`config.mk`:
```
export PLATFORM = sky130hd
export DESIGN_NAME = cg_write_scheduler
export DESIGN_NICKNAME = d
export VERILOG_FILES = /design/src/rtl/cg_write_scheduler.sv
export SDC_FILE = /design/constraint.sdc
export NUM_CORES = 1
export LEC_CHECK = 0
export ABC_AREA = 1
export BUFFER_PORTS_ARGS = -buffer_cell sky130_fd_sc_hd__buf_2
export CORE_MARGIN = 5
export CORE_UTILIZATION = 50
export DETAILED_ROUTE_END_ITERATION = 6
export GPL_TIMING_DRIVEN = 0
export PLACE_DENSITY = 0.78
export SYNTH_ARGS = -nofsm -noshare
export SYNTH_HDL_FRONTEND = slang
export SYNTH_SLANG_ARGS = --single-unit
export TNS_END_PERCENT = 5
```
`constraint.sdc`:
```
create_clock -name CLK -period 3.1 [get_ports CLK]
set_input_delay 0.31 -clock CLK [delete_from_list [all_inputs] [get_ports CLK]]
set_output_delay 0.31 -clock CLK [all_outputs]
set_load 0.01 [all_outputs]
```
`src/rtl/cg_write_scheduler.sv`:
```
// Round-robin write scheduler for a bank of enable-gated registers. Drops
// redundant writes using per-register shadow copies and flags bank idleness.
module cg_write_scheduler #(
    parameter int NREQ     = 4,
    parameter int WIDTH    = 32,
    parameter int ADDR_W   = 2,
    parameter int IDLE_CYC = 8
) (
    input  logic                     CLK,
    input  logic                     RST,
    input  logic [NREQ-1:0]          REQ,
    input  logic [NREQ*ADDR_W-1:0]   REQ_ADDR,
    input  logic [NREQ*WIDTH-1:0]    REQ_DATA,
    output logic [NREQ-1:0]          GNT,
    output logic [WIDTH-1:0]         D_OUT,
    output logic [(2**ADDR_W)-1:0]   EN_OUT,
    output logic                     SLEEP,
    output logic [15:0]              SUPPRESS_CNT
);
    localparam int NREG   = 2**ADDR_W;
    localparam int PTR_W  = (NREQ > 1) ? $clog2(NREQ) : 1;
    localparam int IDLE_W = $clog2(IDLE_CYC + 1);

    logic [NREQ-1:0]             gnt_q, gnt_d;
    logic [WIDTH-1:0]            d_out_q, d_out_d;
    logic [NREG-1:0]             en_out_q, en_out_d;
    logic [15:0]                 sup_cnt_q, sup_cnt_d;
    logic [PTR_W-1:0]            ptr_q, ptr_d;
    logic [IDLE_W-1:0]           idle_q, idle_d;
    logic [NREG-1:0][WIDTH-1:0]  shadow_q, shadow_d;
    logic [NREG-1:0]             shadow_vld_q, shadow_vld_d;

    logic [NREQ-1:0]   eligible;
    logic              found;
    logic [PTR_W-1:0]  win;
    logic [PTR_W-1:0]  cand;
    logic [ADDR_W-1:0] sel_addr;
    logic [WIDTH-1:0]  sel_data;

    // Mask the live grant so a requester still holding REQ in its grant
    // cycle is not granted the same transaction twice.
    assign eligible = REQ & ~gnt_q;

    always_comb begin
        found = 1'b0;
        win   = '0;
        cand  = '0;
        for (int k = 0; k < NREQ; k++) begin
            int tmp;
            tmp = int'(ptr_q) + k;
            if (tmp >= NREQ) tmp = tmp - NREQ;
            cand = PTR_W'(tmp);
            if (!found && eligible[cand]) begin
                found = 1'b1;
                win   = cand;
            end
        end
    end

    assign sel_addr = REQ_ADDR[win*ADDR_W +: ADDR_W];
    assign sel_data = REQ_DATA[win*WIDTH +: WIDTH];

    always_comb begin
        gnt_d        = '0;
        en_out_d     = '0;
        d_out_d      = d_out_q;
        sup_cnt_d    = sup_cnt_q;
        ptr_d        = ptr_q;
        shadow_d     = shadow_q;
        shadow_vld_d = shadow_vld_q;
        idle_d       = idle_q;

        if (found) begin
            gnt_d[win] = 1'b1;
            d_out_d    = sel_data;
            ptr_d      = (int'(win) == NREQ - 1) ? '0 : win + PTR_W'(1);
            if (shadow_vld_q[sel_addr] && shadow_q[sel_addr] == sel_data) begin
                if (sup_cnt_q != 16'hFFFF) sup_cnt_d = sup_cnt_q + 16'd1;
            end else begin
                en_out_d[sel_addr]     = 1'b1;
                shadow_d[sel_addr]     = sel_data;
                shadow_vld_d[sel_addr] = 1'b1;
            end
        end

        if (REQ != '0)
            idle_d = '0;
        else if (gnt_q == '0 && idle_q != IDLE_W'(IDLE_CYC))
            idle_d = idle_q + IDLE_W'(1);
    end

    always_ff @(posedge CLK) begin
        if (RST) begin
            gnt_q        <= '0;
            d_out_q      <= '0;
            en_out_q     <= '0;
            sup_cnt_q    <= '0;
            ptr_q        <= '0;
            idle_q       <= '0;
            shadow_q     <= '0;
            shadow_vld_q <= '0;
        end else begin
            gnt_q        <= gnt_d;
            d_out_q      <= d_out_d;
            en_out_q     <= en_out_d;
            sup_cnt_q    <= sup_cnt_d;
            ptr_q        <= ptr_d;
            idle_q       <= idle_d;
            shadow_q     <= shadow_d;
            shadow_vld_q <= shadow_vld_d;
        end
    end

    assign GNT          = gnt_q;
    assign D_OUT        = d_out_q;
    assign EN_OUT       = en_out_q;
    assign SUPPRESS_CNT = sup_cnt_q;
    assign SLEEP        = (idle_q == IDLE_W'(IDLE_CYC));

endmodule

```
==> impl_metrics.env, run 1 <==
export IMPL_setup_slack_ns=-0.783
export IMPL_cp_start_kind="flop"
export IMPL_finalCriticalPeriod_ns=3.88
export IMPL_critPathTopFamily="simple AND/OR/NAND/NOR gates"
export IMPL_hp_class="in -> reg"
export IMPL_whs_ns=0.134
export IMPL_final_common_cell="nand2_1"
export IMPL_area_growth_pct=26.9
export IMPL_clk_latency_ns=0.45
export IMPL_grt_pass1_vias=14106
export IMPL_dieArea_um2=29000
export IMPL_dieWidth_um=170
export IMPL_core_area_um2=25300
export IMPL_syn_instance_count=2194
export IMPL_cp_max_fo=10
export IMPL_gp_congestion=0.982
export IMPL_drive_above_1_share=0.203
export IMPL_slew_headroom=0.413
export IMPL_period_share=1.25
export IMPL_finalMaxSlewViolations=0
export IMPL_grt_ovfl_total=0
export IMPL_finalNetCount=2610
export IMPL_detail_route_antenna_nets=0
export IMPL_cts_buffers=17
export IMPL_yosys_warnings=0
export IMPL_antenna_found_initial=1
export IMPL_final_cell_mix="713 x nand2_1, 386 x inv_1, 223 x nor2_1, 198 x buf_2, 192 x dfxtp_1"
export IMPL_slowest_delay_ns=0.35
export IMPL_fin_skew_ns=0.0167
export IMPL_clock_path_buffers=2
export IMPL_syn_area_per_cell_um2=5.85
export IMPL_start_util=0.508
export IMPL_wl_per_cell_um=19.3
export IMPL_dr_pass1_iters=6
export IMPL_synth_edf_count=0
export IMPL_synth_fp_nets=2343
export IMPL_tightest_slew_ns=0.881
export IMPL_cp_arrival_ns=4.23
export IMPL_detail_route_vias_per_cell=5.48
export IMPL_rsz0062_at_grt="true"
export IMPL_synth_area_um2=12800
export IMPL_grt_pass1_wl_um=80200
export IMPL_ys_ff_latch=194
export IMPL_drt_initial_drc_count=1730
export IMPL_fmax_mhz=258
export IMPL_crit_path_frequent_cell="nand2_1"
export IMPL_grt_max_degree=18
export IMPL_path_clk_slew_ns=0.08
export IMPL_crit_path_end_kind="flop"
export IMPL_register_area_um2=3890
export IMPL_rows=58
export IMPL_hpwl_um=38200
export IMPL_cp_required_ns=3.44
export IMPL_postCtsHoldBufs=0
export IMPL_drc_errors=0
export IMPL_violations="setup timing"
export IMPL_port_buffer_count=198
export IMPL_crit_buf_inv=9
export IMPL_cts_sinks=194
export IMPL_io_pins=199
export IMPL_synth_ff_type="dfxtp_1"
export IMPL_vias=15364
export IMPL_hold_violations=0
export IMPL_num_fill_cells=2412
export IMPL_critical_path_class="reg -> reg"
export IMPL_maxCapViolCount=0
export IMPL_cp_slowest_cell="dfxtp_2"
export IMPL_synth_cell_types=38
export IMPL_status="complete, but fails checks"
export IMPL_yosysSeqAreaShare=0.303
export IMPL_die_y_um=170
export IMPL_setup_viol=152
export IMPL_cts_htree_levels=4
export IMPL_cts_tree="built"
export IMPL_async_flop_share=0
export IMPL_multi_input_area_um2=7210
export IMPL_cts_root_buf="clkbuf_16"
export IMPL_track_usage=0.359
export IMPL_routed_wl_um=54000
worst paths after layout:
check | from | end | slack (ns) | cells past startpoint
max reg2reg | ptr_q[0] | shadow_q[101] | -0.78 | 33
max | ptr_q[0] | shadow_q[101] | -0.78 | 33
min reg2reg | shadow_vld_q[2] | shadow_vld_q[2] | 0.46 | 2
min | RST | ptr_q[0] | 0.13 | 2
worst register-to-register path: cells and delay by family (launching register included):
family	cells	cell delay, ns
simple gates	24	2.32
buf+inv	9	1.11
flops	1	0.35
cells in the mapped netlist, types with 18 or more instances:
library cell | instances | share of area
buf_2 | 36 | 0.014
nand3_1 | 115 | 0.045
o211ai_1 | 55 | 0.032
nand4_1 | 147 | 0.072
dfxtp_1 | 194 | 0.30
buf_1 | 18 | 0.0053
inv_1 | 410 | 0.12
a21oi_1 | 24 | 0.0094
o21ai_0 | 30 | 0.012
clkbuf_1 | 40 | 0.012
nor2_1 | 231 | 0.068
nand2_1 | 755 | 0.22
buf_6 | 21 | 0.018
kinds of logic (layout without fill, tap and decap cells):
logic type,after synthesis,in the layout,share of synthesized area
AND/OR/NAND/NOR,1305,1305,0.439
buffers and inverters,546,825,0.179
flip-flops,194,194,0.303
AO/OA/AOI/OAI,141,141,0.0721
adder cells (fa/ha/maj),7,7,0.00683
XOR/XNOR,1,1,0.000683
other,0,1,0
final cells by class:
cell class	count	area share
multi-input cells	1454	0.443
flip-flops and latches	194	0.239
inverters	420	0.0984
repair buffers	248	0.0946
plain buffers	126	0.0654
clock buffers	19	0.0266
well taps	330	0.0254
clock inverters	12	0.00776
diodes	1	0.000154
flip-flops by register name, indices dropped and copies added (netlist names):
signal	count
shadow_q	128
D_OUT	32
SUPPRESS_CNT	16
EN_OUT	4
GNT	4
idle_q	4
shadow_vld_q	4
ptr_q	2
metal layers:
| metal | up-vias | track usage | wire [um] |
|---|---|---|---|
| met5 | - | 0 | 0 |
| met4 | 0 | 0.190 | 3550 |
| met3 | 194 | 0.0560 | 5940 |
| met2 | 937 | 0.564 | 23600 |
| met1 | 6946 | 0.477 | 21000 |
| li1 | 7287 | - | - |
timing repair:
item	4_1_cts	5_1_grt
gates resized for setup	189	86
pin swaps	29	12
setup buffers	27	16
gates cloned	3	4
endpoints found under the setup margin	158	158
stage by stage:
| step | utilization | worst slack [ns] | setup TNS (ns) | cell area [um^2] | instances |
|---|---|---|---|---|---|
| final | 0.645 | -0.783 | -106.21 | 16300 | 2804 |
| after floorplan | - | 0.0176 | 0 | 12800 | 2194 |
| after global routing | 0.645 | -0.966 | -132.15 | 16300 | 2804 |
| after detailed placement | 0.564 | -1.38 | -196.58 | 14200 | 2722 |
| after global placement | 0.564 | -1.27 | -181.98 | 14200 | 2722 |
| after CTS | 0.624 | -0.617 | -86.67 | 15800 | 2783 |
Power of run 1 is left out: the tool's default activity adds up to more than one toggle a clock period on the data nets, which glitch-free logic cannot reach.
==> run 2, diff against run 1 <==
SKIP_CTS_REPAIR_TIMING = 1   (was default)
==> impl_metrics.env, run 2 (synthesis results as in run 1) <==
export IMPL_hp_class="in -> reg"
export IMPL_wl_per_cell_um=19.3
export IMPL_drt_initial_drc_count=1862
export IMPL_vias=15464
export IMPL_drive_above_1_share=0.220
export IMPL_cp_start_kind="flop"
export IMPL_clock_path_buffers=2
export IMPL_rsz0062_at_grt="true"
export IMPL_cp_max_fo=8
export IMPL_area_growth_pct=27.5
export IMPL_status="complete, but fails checks"
export IMPL_core_area_um2=25300
export IMPL_cts_tree="built"
export IMPL_finalNetCount=2608
export IMPL_final_common_cell="nand2_1"
export IMPL_final_util=0.648
export IMPL_setup_tns_ns=-118.47
export IMPL_clk_latency_ns=0.45
export IMPL_start_util=0.508
export IMPL_cts_htree_levels=4
export IMPL_finalCriticalPeriod_ns=3.96
export IMPL_grt_ovfl_total=0
export IMPL_cts_buffers=17
export IMPL_fmax_mhz=253
export IMPL_hold_violations=0
export IMPL_violations="setup timing"
export IMPL_cp_arrival_ns=4.34
export IMPL_critical_path_class="reg -> reg"
export IMPL_crit_path_frequent_cell="nand2_1"
export IMPL_track_usage=0.348
export IMPL_cts_sinks=194
export IMPL_largest_reg_flops=128
export IMPL_dieArea_um2=29000
export IMPL_antenna_found_initial=1
export IMPL_final_cell_mix="680 x nand2_1, 389 x inv_1, 217 x nor2_1, 199 x buf_2, 192 x dfxtp_1"
export IMPL_rows=58
export IMPL_period_share=1.28
export IMPL_cts_root_buf="clkbuf_16"
export IMPL_routed_wl_um=54200
export IMPL_detail_route_antenna_nets=0
export IMPL_crit_path_end_kind="flop"
export IMPL_gp_congestion=0.982
export IMPL_slew_headroom=0.415
export IMPL_grt_max_degree=18
export IMPL_dr_pass1_iters=6
export IMPL_hpwl_um=38200
export IMPL_grt_pass1_wl_um=77500
export IMPL_grt_pass1_vias=13729
export IMPL_finalMaxSlewViolations=0
export IMPL_regMostFlops="shadow_q"
export IMPL_path_clk_slew_ns=0.08
export IMPL_port_buffer_count=198
export IMPL_detail_route_vias_per_cell=5.52
export IMPL_maxCapViolCount=0
export IMPL_cp_required_ns=3.48
export IMPL_slowest_delay_ns=0.34
export IMPL_num_fill_cells=2424
export IMPL_drc_errors=0
export IMPL_dieWidth_um=170
export IMPL_setup_slack_ns=-0.860
export IMPL_die_y_um=170
export IMPL_tightest_slew_ns=0.878
export IMPL_fin_skew_ns=0.0171
export IMPL_setup_viol=152
export IMPL_whs_ns=0.137
export IMPL_cp_slowest_cell="dfxtp_2"
export IMPL_io_pins=199
## run 2: final timing paths
path / from / endpoint / slack (ns) / cells after the start
setup reg to reg: ptr_q[0] / shadow_q[94] / -0.86 / 29
setup / recovery: ptr_q[0] / shadow_q[94] / -0.86 / 29
hold reg to reg: shadow_vld_q[2] / shadow_vld_q[2] / 0.46 / 2
hold / removal: RST / ptr_q[0] / 0.14 / 2
## run 2: through the flow
| step | std cells | setup slack (ns) | cell area, um^2 |
|---|---|---|---|
| 3_5_place_dp | 2722 | -1.38 | 14200 |
| 4_1_cts | 2753 | -1.40 | 14800 |
| 3_3_place_gp | 2722 | -1.27 | 14200 |
| 2_1_floorplan | 2194 | 0.0176 | 12800 |
| 6_report | 2802 | -0.860 | 16400 |
| 5_1_grt | 2802 | -1.00 | 16400 |
## run 2: area by class of cell
cell class                      count  area (um^2)  share of cell area
Clock inverter                     12          126             0.00772
Tap cell                          330          413              0.0252
Timing Repair Buffer              245         1520              0.0928
Sequential cell                   194         3890               0.238
Clock buffer                       19          433              0.0265
Antenna cell                        1         2.50            0.000153
Multi-Input combinational cell   1455         7360               0.450
Inverter                          420         1600              0.0977
Buffer                            126         1030              0.0628
## run 2: critical path, delay by kind of cell, from the launching register on
family | cells | cell delay, ns
flops | 1 | 0.34
simple gates | 22 | 2.44
buf+inv | 7 | 1.06
## run 2: per-layer routing
layer,global-route usage,wire length (um)
met5,0,0
met4,0.179,3240
met3,0.0588,5790
met2,0.545,24000
met1,0.461,21200
Power of run 2 is left out for the same reason.
==> run 3, diff against run 2 <==
ABC_AREA = 0   (was 1)
PLACE_DENSITY = 0.8   (was 0.78)
==> impl_metrics.env, run 3 <==
export IMPL_leakagePower_uw=0.00614
export IMPL_final_util=0.649
export IMPL_io_pins=199
export IMPL_routed_wl_um=36900
export IMPL_ys_ff_latch=194
export IMPL_yosysSeqAreaShare=0.364
export IMPL_crit_start="GNT[1]"
export IMPL_start_util=0.507
export IMPL_grt_max_degree=18
export IMPL_die_y_um=156
export IMPL_synth_ff_type="dfxtp_1"
export IMPL_drt_initial_drc_count=1075
export IMPL_pwr_density_cell_nw_per_um2=1120
export IMPL_cts_sinks=194
export IMPL_dieArea_um2=24300
export IMPL_dieWidth_um=156
export IMPL_tightest_slew_ns=0.719
export IMPL_synth_fp_nets=1287
export IMPL_rsz0062_at_grt="true"
export IMPL_cp_max_fo=9
export IMPL_synth_area_um2=10700
export IMPL_cts_htree_levels=4
export IMPL_post_place_ws_ns=-2.10
export IMPL_detail_route_antenna_nets=0
export IMPL_p_switching_uw=6540
export IMPL_hpwl_um=26500
export IMPL_finalNetCount=1534
export IMPL_port_buffer_count=197
export IMPL_synth_top_cell_area_share=0.364
export IMPL_peakVddDrop_mv=0.631
export IMPL_drive_above_1_share=0.312
export IMPL_detail_route_vias_per_cell=5.85
export IMPL_clock_path_buffers=2
export IMPL_maxCapViolCount=0
export IMPL_combPwrFrac=0.575
export IMPL_yosysTopAreaCell="dfxtp_1"
export IMPL_power_share_clock=0.156
export IMPL_track_usage=0.281
export IMPL_vias=9795
export IMPL_syn_area_per_cell_um2=9.37
export IMPL_yosysMostFrequentCell="mux2i_1"
export IMPL_violations="setup timing"
export IMPL_fin_skew_ns=0.0133
export IMPL_synth_area_leaders="dfxtp_1 36%, mux2i_1 24%, nand2b_1 8.6%, mux2_2 3.4%, a21oi_1 3.2%"
export IMPL_rows=53
export IMPL_critical_path_class="reg -> reg"
export IMPL_core_area_um2=21000
export IMPL_cp_start_kind="flop"
export IMPL_worstHoldStart="REQ[3]"
export IMPL_path_clk_slew_ns=0.08
export IMPL_cts_buffers=17
export IMPL_grt_pass1_vias=9446
export IMPL_hp_class="in -> reg"
export IMPL_final_common_cell="mux2i_1"
export IMPL_synth_edf_count=0
export IMPL_status="complete, but fails checks"
export IMPL_dr_pass1_iters=5
export IMPL_synth_cell_types=67
export IMPL_final_cell_mix="231 x mux2i_1, 198 x buf_2, 189 x dfxtp_1, 146 x nand2b_1, 66 x nor2_1"
export IMPL_hold_violations=0
export IMPL_regMostFlops="shadow_q"
export IMPL_clk_latency_ns=0.45
export IMPL_finalCriticalPeriod_ns=4.28
export IMPL_cts_root_buf="clkbuf_16"
export IMPL_async_flop_share=0
export IMPL_r2r_start="GNT[1]"
export IMPL_crit_path_end_kind="flop"
export IMPL_yosys_warnings=0
export IMPL_p_seq_frac=0.269
export IMPL_largest_reg_flops=128
export IMPL_finalMaxSlewViolations=0
export IMPL_area_growth_pct=28.0
export IMPL_slew_headroom=0.521
export IMPL_antenna_found_initial=2
export IMPL_p_int_uw=8710
export IMPL_gp_congestion=0.991
export IMPL_drc_errors=0
export IMPL_syn_instance_count=1138
export IMPL_cts_tree="built"
export IMPL_grt_pass1_wl_um=53200
export IMPL_cp_arrival_ns=4.59
export IMPL_wl_per_cell_um=22.1
export IMPL_power_share_switching=0.429
export IMPL_period_share=1.38
export IMPL_setup_slack_ns=-1.18
export IMPL_grt_ovfl_total=0
export IMPL_synth_top_cells_by_count="252 x mux2i_1, 194 x dfxtp_1, 147 x nand2b_1"
export IMPL_cp_required_ns=3.41
export IMPL_fmax_mhz=234
export IMPL_setup_viol=152
[run 3: cell types whose count changed after synthesis, sizes merged, moves of 12 or more]
cell,change
o21a,-13
or4,+12
mux2i,+252
nand2,-702
nand3,-95
mux2,+35
o211ai,-48
nor2,-164
nand2b,+147
a21oi,+46
nand4,-141
inv,-406
buf,-43
xor2,+16
[run 3: final timing paths]
path	cells after the start	slack, ns	to
worst min-delay path	4	0.19	idle_q[0]
worst max-delay path	18	-1.18	SUPPRESS_CNT[13]
worst max register to register	18	-1.18	SUPPRESS_CNT[13]
worst min register to register	2	0.45	shadow_vld_q[2]
[run 3: critical path, stage by stage (launching register included)]
cell,delay [ns]
dfxtp_2,0.34
nand2b_4,0.16
a211o_1,0.31
a21oi_4,0.24
buf_6,0.13
nand3_4,0.12
and2_4,0.21
buf_8,0.14
buf_12,0.15
mux2i_2,0.15
mux2i_2,0.22
xnor2_2,0.13
or4_1,0.56
nor4_2,0.27
nand4_1,0.16
buf_6,0.20
clkbuf_16,0.17
o31ai_1,0.36
a21oi_1,0.11
[run 3: per-layer routing]
metal | wire length, um | up-vias | global-route usage
li1 | - | 4476 | -
met1 | 15400 | 4805 | 0.377
met2 | 17500 | 426 | 0.455
met3 | 2780 | 88 | 0.0477
met4 | 1180 | 0 | 0.107
met5 | 0 | - | 0
[run 3: cell type report]
class	count	area (um^2)
antenna	1	2.50
buffer	76	646
clock buffer	20	457
clock inverter	12	169
fill	1649	7380
inverter	13	53.8
multi-input combinational	856	6780
sequential	194	3890
tap	275	344
timing repair buffer	227	1300
[run 3: cell families after synthesis]
kind of cell,count (synthesis),share of synthesized area
XOR/XNOR,26,0.0214
flip-flops,194,0.364
adder cells (fa/ha/maj),7,0.00821
multiplexers,287,0.274
buffers and inverters,89,0.0461
AND/OR/NAND/NOR,394,0.206
AO/OA/AOI/OAI,141,0.0810
[run 3: power groups by stage]
stage	Clock (uW)	Combinational [uW]	Sequential, uW
2_1_floorplan	0	5080	4030
3_3_place_gp	0	7030	4020
3_5_place_dp	0	7170	4070
4_1_cts	2380	7220	4030
5_1_grt	2480	9180	4200
6_report	2380	8770	4100
[run 3: per-stage QoR]
stage / TNS [ns] / hold WS, ns / cell area, um^2 / total power (uW) / std cells
final: -153.21 / 0.186 / 13600 / 15200 / 1674
after global placement: -284.43 / 0.435 / 12100 / 11100 / 1610
after detailed placement: -292.36 / 0.439 / 12100 / 11200 / 1610
after CTS: -281.35 / 0.201 / 12700 / 13600 / 1642
after floorplan: -92.00 / 0.425 / 10700 / 9110 / 1138
after global routing: -182.27 / 0.246 / 13600 / 15900 / 1674
(Power assumes the default switching activity.)
